--- config.mk ---
export PLATFORM = sky130hd
export DESIGN_NAME = clk_switch_ctrl
export DESIGN_NICKNAME = d
export VERILOG_FILES = /design/src/rtl/clk_switch_ctrl.sv
export SDC_FILE = /design/constraint.sdc
export NUM_CORES = 1
export LEC_CHECK = 0
export CAP_MARGIN = 20
export CORE_MARGIN = 10
export CORE_UTILIZATION = 35
export DETAILED_ROUTE_END_ITERATION = 8
export GPL_TIMING_DRIVEN = 0
export SLEW_MARGIN = 20
export SYNTH_ARGS = -nofsm -noshare
export SYNTH_HDL_FRONTEND = slang
export SYNTH_SLANG_ARGS = --single-unit
--- constraint.sdc ---
create_clock -name clk -period 2 [get_ports clk]
set_input_delay 0.4 -clock clk [delete_from_list [all_inputs] [get_ports clk]]
set_output_delay 0.4 -clock clk [all_outputs]
set_load 0.01 [all_outputs]
--- src/rtl/clk_switch_ctrl.sv ---
// -----------------------------------------------------------------------------
// clk_switch_ctrl
//
// Purpose:
//   Drives the select input of the glitch-free clock switch. It accepts
//   software switch requests through a valid/ready handshake, synchronizes and
//   debounces the per-source clock-fail flags into sticky status bits, and
//   holds a settle window (busy) after every select change.
//
// Optional feature:
//   CLK_SW_AUTO_FAILOVER_EN  - when defined, a failure of the selected source
//                              switches automatically to the lowest-index
//                              healthy source. If no source is healthy, the
//                              controller parks in ALLFAIL until one recovers.
//                              When undefined, failures are only reported.
//
// Ports:
//   clk        always-on reference clock
//   rst_n      asynchronous active-low reset
//   req_vld    switch request valid
//   req_sel    requested source index
//   req_rdy    request accepted when req_vld && req_rdy
//   req_err    one-cycle pulse: accepted request rejected (bad index / failed)
//   clk_fail   asynchronous per-source fail flags from the clock monitors
//   fail_clr   per-source sticky-fail clear (honoured only once the fail is gone)
//   sel        registered select to the switch
//   busy       settle window active
//   sw_done    one-cycle switch-complete pulse
//   fail_stat  sticky debounced fail status
//   fail_irq   one-cycle pulse when any fail_stat bit rises
//   all_fail   every source is failed
// -----------------------------------------------------------------------------
module clk_switch_ctrl #(
  parameter int CLK_NUM    = 4,
  parameter int SEL_W      = $clog2(CLK_NUM),
  parameter int DEF_SEL    = 0,
  parameter int SETTLE_CYC = 16,
  parameter int FAIL_DEB   = 4
) (
  input  logic               clk,
  input  logic               rst_n,
  input  logic               req_vld,
  input  logic [SEL_W-1:0]   req_sel,
  output logic               req_rdy,
  output logic               req_err,
  input  logic [CLK_NUM-1:0] clk_fail,
  input  logic [CLK_NUM-1:0] fail_clr,
  output logic [SEL_W-1:0]   sel,
  output logic               busy,
  output logic               sw_done,
  output logic [CLK_NUM-1:0] fail_stat,
  output logic               fail_irq,
  output logic               all_fail
);

  typedef enum logic [1:0] {
    ST_IDLE    = 2'd0,
    ST_SETTLE  = 2'd1,
    ST_ALLFAIL = 2'd2
  } state_t;

  // The counter holds the remaining cycles after the current one, so loading
  // SETTLE_CYC-1 gives exactly SETTLE_CYC cycles of busy.
  localparam logic [7:0] SETTLE_LOAD = 8'(SETTLE_CYC - 1);

  state_t             state_reg, state_next;
  logic [SEL_W-1:0]   sel_reg, sel_next;
  logic [7:0]         cnt_reg, cnt_next;
  logic [CLK_NUM-1:0] fail_stat_reg, fail_stat_next;
  logic               busy_reg, busy_next;
  logic               req_rdy_reg, req_rdy_next;
  logic               req_err_reg, req_err_next;
  logic               sw_done_reg, sw_done_next;
  logic               fail_irq_reg, fail_irq_next;
  logic               all_fail_reg, all_fail_next;

  // ---------------------------------------------------------------------------
  // Per-source fail path: 2-FF synchronizer, saturating debounce counter and
  // sticky status. The status sets on the same edge the counter reaches
  // FAIL_DEB. A clear only takes effect while the synced fail is low, so set
  // and clear can never collide.
  // ---------------------------------------------------------------------------
  genvar gi;
  generate
    for (gi = 0; gi < CLK_NUM; gi++) begin : g_src
      logic       sync1_reg;
      logic       sync2_reg;
      logic [3:0] deb_cnt_reg;

      always_ff @(posedge clk or negedge rst_n) begin
        if (!rst_n) begin
          sync1_reg   <= 1'b0;
          sync2_reg   <= 1'b0;
          deb_cnt_reg <= '0;
        end else begin
          sync1_reg <= clk_fail[gi];
          sync2_reg <= sync1_reg;
          if (!sync2_reg)
            deb_cnt_reg <= '0;
          else if (deb_cnt_reg != 4'(FAIL_DEB))
            deb_cnt_reg <= deb_cnt_reg + 4'd1;
        end
      end

      assign fail_stat_next[gi] = (sync2_reg && (deb_cnt_reg == 4'(FAIL_DEB - 1))) ||
                                  (fail_stat_reg[gi] && !(fail_clr[gi] && !sync2_reg));
    end
  endgenerate

`ifdef CLK_SW_AUTO_FAILOVER_EN
  logic [SEL_W-1:0] lowest_healthy;
  logic             any_healthy;

  // Scan from the top down so the lowest healthy index wins.
  always_comb begin
    lowest_healthy = '0;
    for (int i = CLK_NUM - 1; i >= 0; i--) begin
      if (!fail_stat_reg[i]) lowest_healthy = SEL_W'(i);
    end
  end
  assign any_healthy = ~&fail_stat_reg;
`endif

  // ---------------------------------------------------------------------------
  // Sequencer next-state and registered-output logic
  // ---------------------------------------------------------------------------
  logic accept;
  logic req_in_range;

  assign accept       = req_vld && req_rdy_reg;
  assign req_in_range = (int'(req_sel) < CLK_NUM);

  always_comb begin
    state_next   = state_reg;
    sel_next     = sel_reg;
    cnt_next     = cnt_reg;
    req_err_next = 1'b0;
    sw_done_next = 1'b0;

    case (state_reg)
      ST_IDLE: begin
`ifdef CLK_SW_AUTO_FAILOVER_EN
        // Failover pre-empts any request presented in the same cycle.
        if (fail_stat_reg[sel_reg]) begin
          if (any_healthy) begin
            sel_next   = lowest_healthy;
            cnt_next   = SETTLE_LOAD;
            state_next = ST_SETTLE;
          end else begin
            state_next = ST_ALLFAIL;
          end
        end else
`endif
        if (accept) begin
          if (!req_in_range || fail_stat_reg[req_sel]) begin
            req_err_next = 1'b1;
          end else if (req_sel == sel_reg) begin
            sw_done_next = 1'b1;
          end else begin
            sel_next   = req_sel;
            cnt_next   = SETTLE_LOAD;
            state_next = ST_SETTLE;
          end
        end
      end

      ST_SETTLE: begin
        // Runs to completion even if the new source fails meanwhile; that
        // failure is picked up on return to IDLE.
        if (cnt_reg == 8'd0) begin
          state_next   = ST_IDLE;
          sw_done_next = 1'b1;
        end else begin
          cnt_next = cnt_reg - 8'd1;
        end
      end

      ST_ALLFAIL: begin
`ifdef CLK_SW_AUTO_FAILOVER_EN
        if (any_healthy) begin
          sel_next   = lowest_healthy;
          cnt_next   = SETTLE_LOAD;
          state_next = ST_SETTLE;
        end
`endif
      end

      default: state_next = ST_IDLE;
    endcase
  end

  // Registered outputs are derived from the next state so each one changes on
  // the same edge as the state it describes.
  always_comb begin
    busy_next     = (state_next == ST_SETTLE);
    fail_irq_next = |(fail_stat_next & ~fail_stat_reg);
`ifdef CLK_SW_AUTO_FAILOVER_EN
    all_fail_next = (state_next == ST_ALLFAIL);
    // Hold off requests in a cycle where a failover is about to be taken.
    req_rdy_next  = (state_next == ST_IDLE) && !fail_stat_next[sel_next];
`else
    all_fail_next = &fail_stat_next;
    req_rdy_next  = (state_next == ST_IDLE);
`endif
  end

  always_ff @(posedge clk or negedge rst_n) begin
    if (!rst_n) begin
      state_reg     <= ST_IDLE;
      sel_reg       <= SEL_W'(DEF_SEL);
      cnt_reg       <= '0;
      fail_stat_reg <= '0;
      busy_reg      <= 1'b0;
      req_rdy_reg   <= 1'b1;
      req_err_reg   <= 1'b0;
      sw_done_reg   <= 1'b0;
      fail_irq_reg  <= 1'b0;
      all_fail_reg  <= 1'b0;
    end else begin
      state_reg     <= state_next;
      sel_reg       <= sel_next;
      cnt_reg       <= cnt_next;
      fail_stat_reg <= fail_stat_next;
      busy_reg      <= busy_next;
      req_rdy_reg   <= req_rdy_next;
      req_err_reg   <= req_err_next;
      sw_done_reg   <= sw_done_next;
      fail_irq_reg  <= fail_irq_next;
      all_fail_reg  <= all_fail_next;
    end
  end

  assign sel       = sel_reg;
  assign busy      = busy_reg;
  assign req_rdy   = req_rdy_reg;
  assign req_err   = req_err_reg;
  assign sw_done   = sw_done_reg;
  assign fail_stat = fail_stat_reg;
  assign fail_irq  = fail_irq_reg;
  assign all_fail  = all_fail_reg;

endmodule

# Word level (Yosys, flattened, before mapping)
# Cells that the tools add are included.
[op_classes]
order_cmp = 1
muxes = 28
n_bitwise = 4
n_reduce_logical = 33
eq_ne = 20
n_addsub = 5
[ops]
columns = ["cell", "count"]
rows = [
  ["2-to-1 mux 4 bit", 8],
  ["2-to-1 mux 8 bit", 4],
  ["adder 4 x 1 -> 4 bit (second input constant)", 4],
  ["equality test 4 x 2 -> 1 bit (second input constant)", 4],
  ["!= test 4 x 3 -> 1 bit (second input constant)", 4],
  ["case mux 8 bit (2 select lines)", 1],
  ["logical AND 1 bit", 13],
  ["zero test 1 bit", 8],
  ["zero test 8 bit", 1],
  ["2-to-1 mux 1 bit", 8],
  ["2-to-1 mux 2 bit", 4],
  ["!= test 2 x 1 -> 1 bit (second input constant)", 4],
  ["!= test 2 bit (second input constant)", 4],
  ["AND reduction 4 bit", 2],
  ["subtractor 8 x 1 -> 8 bit (second input constant)", 1],
  ["case mux 2 bit (3 select lines)", 1],
  ["AND reduction 5 bit", 1],
  ["bitwise AND 4 bit", 1],
  ["equality test 2 x 1 -> 1 bit (second input constant)", 2],
  ["zero test 2 bit", 2],
  ["logical OR 1 bit", 4],
  ["inverter 4 bit", 1],
  ["OR reduction 4 bit", 1],
  ["< comparator 2 x 3 -> 1 bit (second input constant)", 1],
  ["6 further kinds", 7],
]
[totals]
regBits = 46
in_bits = 13
out_inout_bits = 12
word_cells = 113

# Depth between registers and ports, before layout
# Gate-level depths: netlist (run 1).
[depth]
ltp_word = 7
mapped_depth = 6
mapped_depth_nobuf = 6

# Worst setup path before layout (run 1)
# OpenSTA, ideal clock, no wires.
[synth_path]
path_type = "register to register"
from = "register fail_stat_reg[3] (netlist: fail_stat[3])"
to = "register sel_reg[1] (netlist: sel[1])"
synth_period_minus_slack_ps = 1851
n_path_buf = 1
arrival_ps = 1726
path_stages_with_launch = 5
setup_ps = 125
path_slack_ps = 149
required_time_ps = 1875
cell_sequence = "dfrtp_1 mux4_2 a2111oi_4 buf_6 mux2_4"
[synth_via]
elab_chain_len = 4
[synth_lines]
columns = ["element", "line", "source"]
rows = [
  ["from (decl)", "69", "logic [CLK_NUM-1:0] fail_stat_reg, fail_stat_next;"],
  ["from (signal assigned)", "223", "fail_stat_reg <= fail_stat_next;"],
  ["binary-select mux 1 bit (select 2 bit)", "155", "if (!req_in_range || fail_stat_reg[req_sel]) begin"],
  ["2-to-1 mux 1 bit (not written as such)", "155", ""],
  ["inverter 1 bit (no line)", "--", ""],
  ["AND reduction 4 bit (no line)", "--", ""],
  ["to (signal assigned)", "210", "sel_reg <= SEL_W'(DEF_SEL);"],
  ["to (signal assigned)", "221", "sel_reg <= sel_next;"],
  ["to (decl)", "67", "logic [SEL_W-1:0] sel_reg, sel_next;"],
]
# Every way passes these cells. The select of a mux whose other input is x is not followed.
# A chain may end at the register's enable or synchronous reset.

# Worst setup path after layout (run 1)
[layout_path]
from = "input port req_sel[1]"
to = "register sel_reg[1] (netlist: sel[1])"
[layout_via]
elab_chain_len = 4
word_cells_on_any_way = 6
cone_classes = "eq/ne (1); mux (2); bitwise (2); reduce/logical (1)"
[layout_lines]
columns = ["element", "line", "source"]
rows = [
  ["from (decl)", "43", "input logic [SEL_W-1:0] req_sel,"],
  ["binary-select mux 1 bit (select 2 bit)", "155", ""],
  ["2-to-1 mux 1 bit (not written as such)", "155", ""],
  ["inverter 1 bit (no line)", "--", ""],
  ["AND reduction 4 bit (no line)", "--", ""],
]
# Several ways; a longest one is shown, not always the timed one. The select of a mux whose other input is x is not followed.

==> results of run 1 <==
## layer usage
layer	GRT usage (%)	wire (um)	part of all wire, %	vias to the layer above
li1	-	-	-	713
met1	9.618	1766	47	672
met2	13.29	1772	47	19
met3	3.129	163	4.3	7
met4	3.691	65	1.7	0
met5	0	0	0	-
## what timing repair did
action / 4_1_cts / 5_1_grt
buffers inserted: 2 / 0
resized for setup: 2 / 1
endpoints found under the setup margin: 12 / 1
pin swaps: 1 / 0
## logic make-up after synthesis
family / Yosys count / synth area share (%)
AOI/OAI and AO/OA: 31 / 9.319
xor gates and xnor gates: 8 / 3.345
adders and majority gates: 10 / 5.974
buffers and inverters: 20 / 3.943
DFF: 46 / 55.02
muxes: 8 / 4.719
and+or+nand+nor: 65 / 17.68
## stage by stage
| step | power (uW) | setup TNS [ns] | hold slack, ns | setup slack (ns) | utilization, % |
|---|---|---|---|---|---|
| 2_1_floorplan | 1779 | 0 | 0.1044 | 0.1493 | - |
| 3_3_place_gp | 2046 | -40.71 | 0.3328 | -0.7841 | 41.51 |
| 3_5_place_dp | 2071 | -5.066 | 0.3363 | -0.5907 | 41.77 |
| 4_1_cts | 2799 | 0 | 0.01407 | 0.09099 | 44.01 |
| 5_1_grt | 2962 | 0 | 0.02842 | 0.04963 | 44.12 |
| 6_report | 2761 | 0 | 0.01227 | 0.07704 | 44.12 |
## synth_stat cells (5+ instances only)
| library cell | instances |
|---|---|
| o21ai_0 | 7 |
| nand3_1 | 6 |
| xnor2_1 | 8 |
| a21oi_1 | 15 |
| inv_1 | 19 |
| ha_1 | 10 |
| nor3_1 | 9 |
| nand2b_1 | 6 |
| dfrtp_1 | 45 |
| nand3b_1 | 6 |
| nor2_1 | 16 |
| mux2i_1 | 5 |
## critical path, cell delays in order
cell             delay (ns)
clkdlybuf4s50_1        0.55
mux4_2                 0.39
a2111oi_4              0.28
buf_6                  0.20
mux2_4                 0.30
## path summary, 6_finish.rpt
kind,end,startpoint,slack (ns)
worst max-delay path,sel[1],req_sel[1],0.08
worst min-delay path,g_src[0].deb_cnt_reg[2],rst_n,0.01
max in group asynchronous,cnt_reg[1],rst_n,1.49
worst min register to register,g_src[0].sync2_reg,g_src[0].sync1_reg,0.36
min in group clk,g_src[0].sync2_reg,g_src[0].sync1_reg,0.36
worst max register to register,sel[1],fail_stat[2],0.15
## layout make-up
cell class / count / area share [%]
buffer: 1 / 0.4363
clock buffer: 5 / 2.666
clock inverter: 3 / 1.697
inverter: 19 / 2.763
multi-input combinational: 122 / 33.74
sequential: 46 / 44.64
tap: 75 / 3.635
timing repair buffer: 27 / 10.42
## power by group through the flow
| stage | logic [uW] | clock network [uW] | registers (uW) |
|---|---|---|---|
| 6_report | 763 | 704 | 1290 |
| 3_3_place_gp | 745 | 0 | 1300 |
| 3_5_place_dp | 765 | 0 | 1310 |
| 5_1_grt | 866 | 762 | 1330 |
| 2_1_floorplan | 482 | 0 | 1300 |
| 4_1_cts | 776 | 732 | 1290 |
==> out/metrics.cfg, run 1 <==
[worst_setup_path]
cp_max_fo = 10
reg2reg_depth = 4
critPathKind = in -> reg
cp-end-kind = flip-flop
cp.arrival_ns = 2.12
required_ns = 2.20
startpoint_type = primary input

[outcome]
status = finished clean

[route]
drtIter0Drc = 30
vias = 1411
drt.antenna.violating_nets = 0
wl_per_cell_um = 12.64
drt_wl_total_um = 3768
vias_per_cell = 4.735
route.detailed.drc = 0
firstDrtPassIters = 3

[cts]
h-tree-depth = 2
clock_path_buffers = 2
clock-sinks = 46
numCtsBuffers = 5
cts_tree = yes
holdBufCountCts = 0
cts_root_buf = clkbuf_8
path_clk_slew_ns = 0.09
clk_latency_ns = 0.30

[layout]
multi_input_area_sq_um = 870.8
nets = 245
drive_gt1_share_pct = 9.865
stdcell_count = 298
area_delta_synth_final_pct = 23.24
layout_commonest_cell = dfrtp_1
largest_register_ffs = 16
diodes = 0
final_cell_mix = dfrtp_1 (45), clkdlybuf4s50_1 (22), inv_1 (19)
fin_area_sq_um = 2581
fill_cells = 543
ff_latch_area_sq_um = 1152

[grt]
grt_pass1_vias = 1386
overflow = 0
grt_pass1_wl_um = 6534
antenna_found_initial = 0
grt_usage_pct = 8.299
grt_max_degree = 32

[floorplanning]
dieArea_sq_um = 9479
die_h_um = 97.36
core_sq_um = 5851
rows = 28
num_io_pins = 25
start_util_pct = 35.80
die_w_um = 97.36

[pwr]
cellLeakagePower_uw = 0.001164
p_seq_share_pct = 46.9
comb_power_share_pct = 27.6
internal_power_uw = 1891
switching_share_pct = 31.50
power.switching_uw = 869.7
clockPowerShare_pct = 25.5
power_density_nw_per_um2 = 1070
peakVddDrop_v = 0.0003995

[sta]
finalSetupViolations = 0
drv_slew = 0
hold_viol = 0
period_needed_ns = 1.923
slew_headroom_pct = 71.86
max_freq_mhz = 520.0
worst_pin_slew_ns = 0.4221
skew_ns = 0.008450
grt_setup_unrepaired = no
min_period_over_period_pct = 96.15

[synthesis]
synth_top_area_share_pct = 53.76
ys_ff_latch = 46
yosysWarnings = 0
synth-async-reset-ratio_pct = 100.0
yosys.area.top_type = dfrtp_1
synthDistinctLibCells = 35
synth_top_cells_by_area = dfrtp_1 (54%), ha_1 (6.0%), a21oi_1 (3.6%)
synth_flop_cell = dfrtp_1
synth_area_sq_um = 2095
syn_inst = 188
seq_area_frac_synth_pct = 55.02
avgSynthCellArea_sq_um = 11.14
syn_nets = 211
synth_edf_count = 0

[placement]
port_buffers = 24
placed_cells = 288
globalplace.congestion = 0.7255
hpwl_um = 2833
placed_area_sq_um = 2444

[flow_run]
maxCapViolations = 0

[min_path]
hp-class = in -> async

Note: power is estimated with default switching activity, not from simulation.
==> run 2: changes to the inputs <==
--- a/config.mk
+++ b/config.mk
@@ -10,6 +10,7 @@
 export CORE_UTILIZATION = 35
 export DETAILED_ROUTE_END_ITERATION = 8
 export GPL_TIMING_DRIVEN = 0
+export PLACE_DENSITY = 0.64
 export SLEW_MARGIN = 20
 export SYNTH_ARGS = -nofsm -noshare
 export SYNTH_HDL_FRONTEND = slang
==> run 2 against run 1 <==
Effect of this change: combinational power fell by 1%; critical path type unchanged; via count decreased by 0.14%; clock skew is 0.00096 ns lower; global-route usage up 0.46 points; largest cell class unchanged; non-clock buffer count down 1; register-to-register slack lost 0.03 ns.
==> out/metrics.cfg, run 2 (synthesized netlist as in run 1, its figures left out) <==
[route]
route.detailed.drc = 0
wl_per_cell_um = 13.04
drt_wl_total_um = 3873
drtIter0Drc = 62
firstDrtPassIters = 4
vias_per_cell = 4.744
vias = 1409
drt.antenna.violating_nets = 0

[min_path]
hold_depth = 0
hold_end = g_src[1].sync2_reg
hp-class = reg -> reg
holdCritStartpoint = g_src[1].sync1_reg

[layout]
fin_area_sq_um = 2577
multi_input_area_sq_um = 870.8
drive_gt1_share_pct = 9.009
largest_register_ffs = 16
nets = 244
final_cell_mix = dfrtp_1 (45), clkdlybuf4s50_1 (22), inv_1 (19)
diodes = 0
area_delta_synth_final_pct = 23.06
fill_cells = 544
post-route-util_pct = 44.05
layout_commonest_cell = dfrtp_1
ff_latch_area_sq_um = 1152

[cts]
h-tree-depth = 2
cts_root_buf = clkbuf_8
cts_tree = yes
clock-sinks = 46
postCtsSetupRepairBufs = 0
clk_latency_ns = 0.30
clock_path_buffers = 2
path_clk_slew_ns = 0.09
numCtsBuffers = 5

[grt]
grt_pass1_wl_um = 7038
grt_max_degree = 34
antenna_found_initial = 0
overflow = 0
grt_usage_pct = 8.763
grt_pass1_vias = 1461

[sta]
slew_headroom_pct = 72.07
min_period_over_period_pct = 95.62
skew_ns = 0.007489
finalSetupViolations = 0
grt_setup_unrepaired = no
worst_pin_slew_ns = 0.4189
max_freq_mhz = 522.9
fin_setup_tns_ns = 0
drv_slew = 0
period_needed_ns = 1.912
worst_slack_ns = 0.08755
hold_viol = 0

[floorplanning]
die_w_um = 97.36
dieArea_sq_um = 9479
num_io_pins = 25
start_util_pct = 35.80
die_h_um = 97.36
rows = 28
core_sq_um = 5851

[pwr]
power.switching_uw = 875.0
peakVddDrop_v = 0.0004006
power_density_nw_per_um2 = 1070
comb_power_share_pct = 27.4
cellLeakagePower_uw = 0.001149
p_seq_share_pct = 47.4
clockPowerShare_pct = 25.3
switching_share_pct = 31.71
internal_power_uw = 1884

[worst_setup_path]
r2r_start = fail_stat[3]
cp_max_fo = 10
startpoint_type = primary input
critPathKind = in -> reg
rrSetupSlack_ns = 0.12
reg2reg_depth = 4
required_ns = 2.19
cp-end-kind = flip-flop
r2r_end = sel[1]
cp.arrival_ns = 2.10

[placement]
port_buffers = 24
placed_area_sq_um = 2444
post-place-ws_ns = -0.5897
globalplace.congestion = 0.7555
hpwl_um = 2906

[flow_run]
maxCapViolations = 0

[outcome]
status = finished clean

==> run 2: cell types whose count changed in the layout (fill, tap and decap cells not counted) <==
cell / before / now
clkinv_2: 1 / 0
clkinvlp_4: 0 / 2
inv_6: 1 / 0
buf_4: 2 / 0
dlygate4sd3_1: 0 / 1
==> run 2: layout make-up <==
cell class	instances	area share, %
plain buffers	1	0.4369
clock buffers	5	2.670
clock inverters	3	1.748
inverters	19	2.767
multi-input cells	122	33.79
flip-flops and latches	46	44.71
well taps	75	3.641
repair buffers	26	10.24
==> run 2: metrics by stage <==
step           std cells  power, uW  hold WS, ns
2_1_floorplan        188       1779       0.1044
3_3_place_gp         287       2045       0.3342
3_5_place_dp         288       2074       0.3238
4_1_cts              297       2792       0.3562
5_1_grt              297       2969       0.3613
6_report             297       2759       0.3550
==> run 2: worst max-delay path by stage <==
stage	depth (start not counted)	endpoint	startpoint	slack, ns
5_1_grt	4	sel[1]	fail_stat[2]	0.03
3_5_place_dp	5	sel[1]	req_sel[0]	-0.59
6_report	5	sel[1]	req_sel[1]	0.09
2_1_floorplan	4	sel[1]	fail_stat[3]	0.15
3_3_place_gp	1	g_src[2].sync1_reg	rst_n	-0.73
4_1_cts	5	sel[1]	req_sel[1]	0.08
==> run 2: repair_timing <==
item,4_1_cts,5_1_grt
hold buffers,1,0
endpoints found under the setup margin,12,1
endpoints found under the hold margin,12,0
pin swaps,1,0
resized for setup,2,1
==> run 2: critical path, stage by stage <==
cell and delay, ns:
clkdlybuf4s50_1 0.53, mux4_2 0.38, a2111oi_4 0.29, buf_6 0.20
mux2_4 0.30
==> run 2: power groups by stage <==
| stage | combinational (uW) | clock [uW] | sequential [uW] |
|---|---|---|---|
| 2_1_floorplan | 482 | 0 | 1300 |
| 3_3_place_gp | 742 | 0 | 1300 |
| 3_5_place_dp | 764 | 0 | 1310 |
| 4_1_cts | 772 | 723 | 1300 |
| 5_1_grt | 866 | 764 | 1340 |
| 6_report | 755 | 697 | 1310 |
==> run 2: per-layer routing <==
layer,global-route usage [%],share of wire (%)
met1,11.08,48
met2,13.23,45
met3,2.987,4.7
met4,3.691,1.8
met5,0,0
==> run 3: changes to the inputs <==
--- a/config.mk
+++ b/config.mk
@@ -5,7 +5,7 @@
 export SDC_FILE = /design/constraint.sdc
 export NUM_CORES = 1
 export LEC_CHECK = 0
-export CAP_MARGIN = 20
+export ABC_AREA = 1
 export CORE_MARGIN = 10
 export CORE_UTILIZATION = 35
 export DETAILED_ROUTE_END_ITERATION = 8
==> run 3 against run 2 <==
Effect of this change: cell area grew 1.8%; sequential power is 4% higher; combinational power increased by 42%; highest routed layer unchanged; sequential cell count is the same; core utilization shrank 0.24 points; routed wire length up 3.5%; first-iteration DRC count grew 97%; worst hold slack got worse by 0.24 ns; largest power group unchanged; total power up 8.3%; critical path type is now reg -> out; area after synthesis is 4.0% higher; non-clock buffer count is 1 lower.
==> out/metrics.cfg, run 3 <==
[cts]
clk_latency_ns = 0.30
h-tree-depth = 2
holdBufCountCts = 0
numCtsBuffers = 5
clock_path_buffers = 2
cts_tree = yes
path_clk_slew_ns = 0.09
postCtsSetupRepairBufs = 0
cts_resized = 0
clock-sinks = 46
cts_root_buf = clkbuf_8

[sta]
finalSetupViolations = 0
hold_viol = 0
grt_setup_unrepaired = no
slew_headroom_pct = 56.32
skew_ns = 0.01119
worst_pin_slew_ns = 0.6553
max_freq_mhz = 568.9
period_needed_ns = 1.758
drv_slew = 0
min_period_over_period_pct = 87.88

[placement]
port_buffers = 24
hpwl_um = 3103
globalplace.congestion = 0.8191
placed_area_sq_um = 2535

[synthesis]
avgSynthCellArea_sq_um = 8.819
synth_area_sq_um = 2178
synth_top_cells_by_area = dfrtp_1 (52%), nand2_1 (11%), ha_1 (5.7%)
yosysWarnings = 0
synth_flop_cell = dfrtp_1
syn_inst = 247
seq_area_frac_synth_pct = 52.90
synthDistinctLibCells = 26
synth_edf_count = 0
syn_nets = 270
synth_common_cells = nand2_1 (61), dfrtp_1 (45), inv_1 (31), nor2_1 (26), nand3_1 (25)
yosysMostFrequentCell = nand2_1
synth-async-reset-ratio_pct = 100.0
yosys.area.top_type = dfrtp_1
synth_top_area_share_pct = 51.69
ys_ff_latch = 46

[floorplanning]
rows = 28
dieArea_sq_um = 9779
core_sq_um = 5991
die_w_um = 98.89
num_io_pins = 25
die_h_um = 98.89
start_util_pct = 36.36

[route]
drtIter0Drc = 122
wl_per_cell_um = 11.30
vias = 1681
firstDrtPassIters = 4
drt_wl_total_um = 4010
vias_per_cell = 4.735
route.detailed.drc = 0
drt.antenna.violating_nets = 0

[layout]
area_delta_synth_final_pct = 20.51
drive_gt1_share_pct = 8.214
layout_commonest_cell = nand2_1
nets = 302
largest_register_ffs = 16
fill_cells = 586
fin_area_sq_um = 2625
diodes = 0
ff_latch_area_sq_um = 1152
post-route-util_pct = 43.82
final_cell_mix = nand2_1 (61), dfrtp_1 (45), inv_1 (31)
multi_input_area_sq_um = 894.6

[pwr]
cellLeakagePower_uw = 0.001278
clockPowerShare_pct = 18.9
p_seq_share_pct = 45.4
finalPower_uw = 2988
power.switching_uw = 1129
internal_power_uw = 1859
switching_share_pct = 37.77
comb_power_share_pct = 35.7
power_density_nw_per_um2 = 1138
peakVddDrop_v = 0.0004932

[grt]
antenna_found_initial = 0
grt_usage_pct = 9.215
grt_pass1_vias = 1806
grt_max_degree = 29
grt_pass1_wl_um = 7617
overflow = 0

[worst_setup_path]
cp_max_fo = 2
cp-startpoint = req_rdy
path_cells = clkdlybuf4s50_1
critPathKind = reg -> out
cp_slowest_cell = dfstp_2
critPathMaxStageDelay_ns = 0.53
cp.arrival_ns = 1.36
cpLargestDelayFamily = flip-flops
cp_num_buf_inv = 1
r2r_start = cnt_reg[0]
startpoint_type = flip-flop
cp-end-kind = output port
required_ns = 1.60

[flow_run]
maxCapViolations = 0

[outcome]
status = finished clean

[min_path]
hp-class = in -> async

run 3: cell count changes in the layout (fill, tap and decap cells not counted), sizes merged, moves of 5 or more:
cell and change:
a21oi -14, nor3 -8, nand4 +5, mux2i -5
o21ai +11, nor2 +13, inv +13, nand3 +20
nand2b -6, nand2 +60, xnor2 -5
run 3: power groups by stage:
stage | combinational (uW) | sequential [uW] | clock, uW
CTS | 1090 | 1360 | 589
floorplan | 710 | 1370 | 0
detailed placement | 1090 | 1380 | 0
global route | 1250 | 1400 | 627
global placement | 1050 | 1370 | 0
finish | 1070 | 1360 | 565
run 3: through the flow:
step                hold slack (ns)  setup TNS, ns  instances  setup slack, ns
floorplan                    0.1044              0        247           0.7267
global placement             0.3327         -35.14        346          -0.7773
detailed placement           0.3381              0        347           0.1876
CTS                          0.1384              0        355           0.2272
global route                 0.1524              0        355           0.1861
finish                       0.1102              0        355           0.2423
run 3: final timing paths:
check | end | slack, ns | cells past startpoint
worst max-delay path | req_rdy | 0.24 | 1
worst min-delay path | g_src[1].deb_cnt_reg[0] | 0.11 | 1
worst max register to register | cnt_reg[7] | 0.56 | 7
worst min register to register | g_src[3].sync2_reg | 0.36 | 0
max in group asynchronous | req_rdy | 1.28 | 2
min in group clk | g_src[3].sync2_reg | 0.36 | 0
run 3: area by class of cell:
cell class	instances	share of cell area, %
Timing Repair Buffer	25	10.01
Clock inverter	3	0.8103
Tap cell	75	3.575
Clock buffer	5	2.622
Sequential cell	46	43.90
Inverter	32	4.576
Buffer	1	0.4290
Multi-Input combinational cell	168	34.08
run 3: cell families after synthesis:
family / share of synthesized area (%)
DFF: 52.90
xor gates and xnor gates: 2.815
adders and majority gates: 5.744
buffers and inverters: 6.031
AOI/OAI and AO/OA: 5.055
and+or+nand+nor: 27.46
run 3: metal layers:
metal	global-route usage, %	wire length (um)	up-vias
li1	-	-	855
met1	10.18	1878	790
met2	15.28	1843	30
met3	3.841	226	6
met4	3.749	61	0
met5	0	0	-
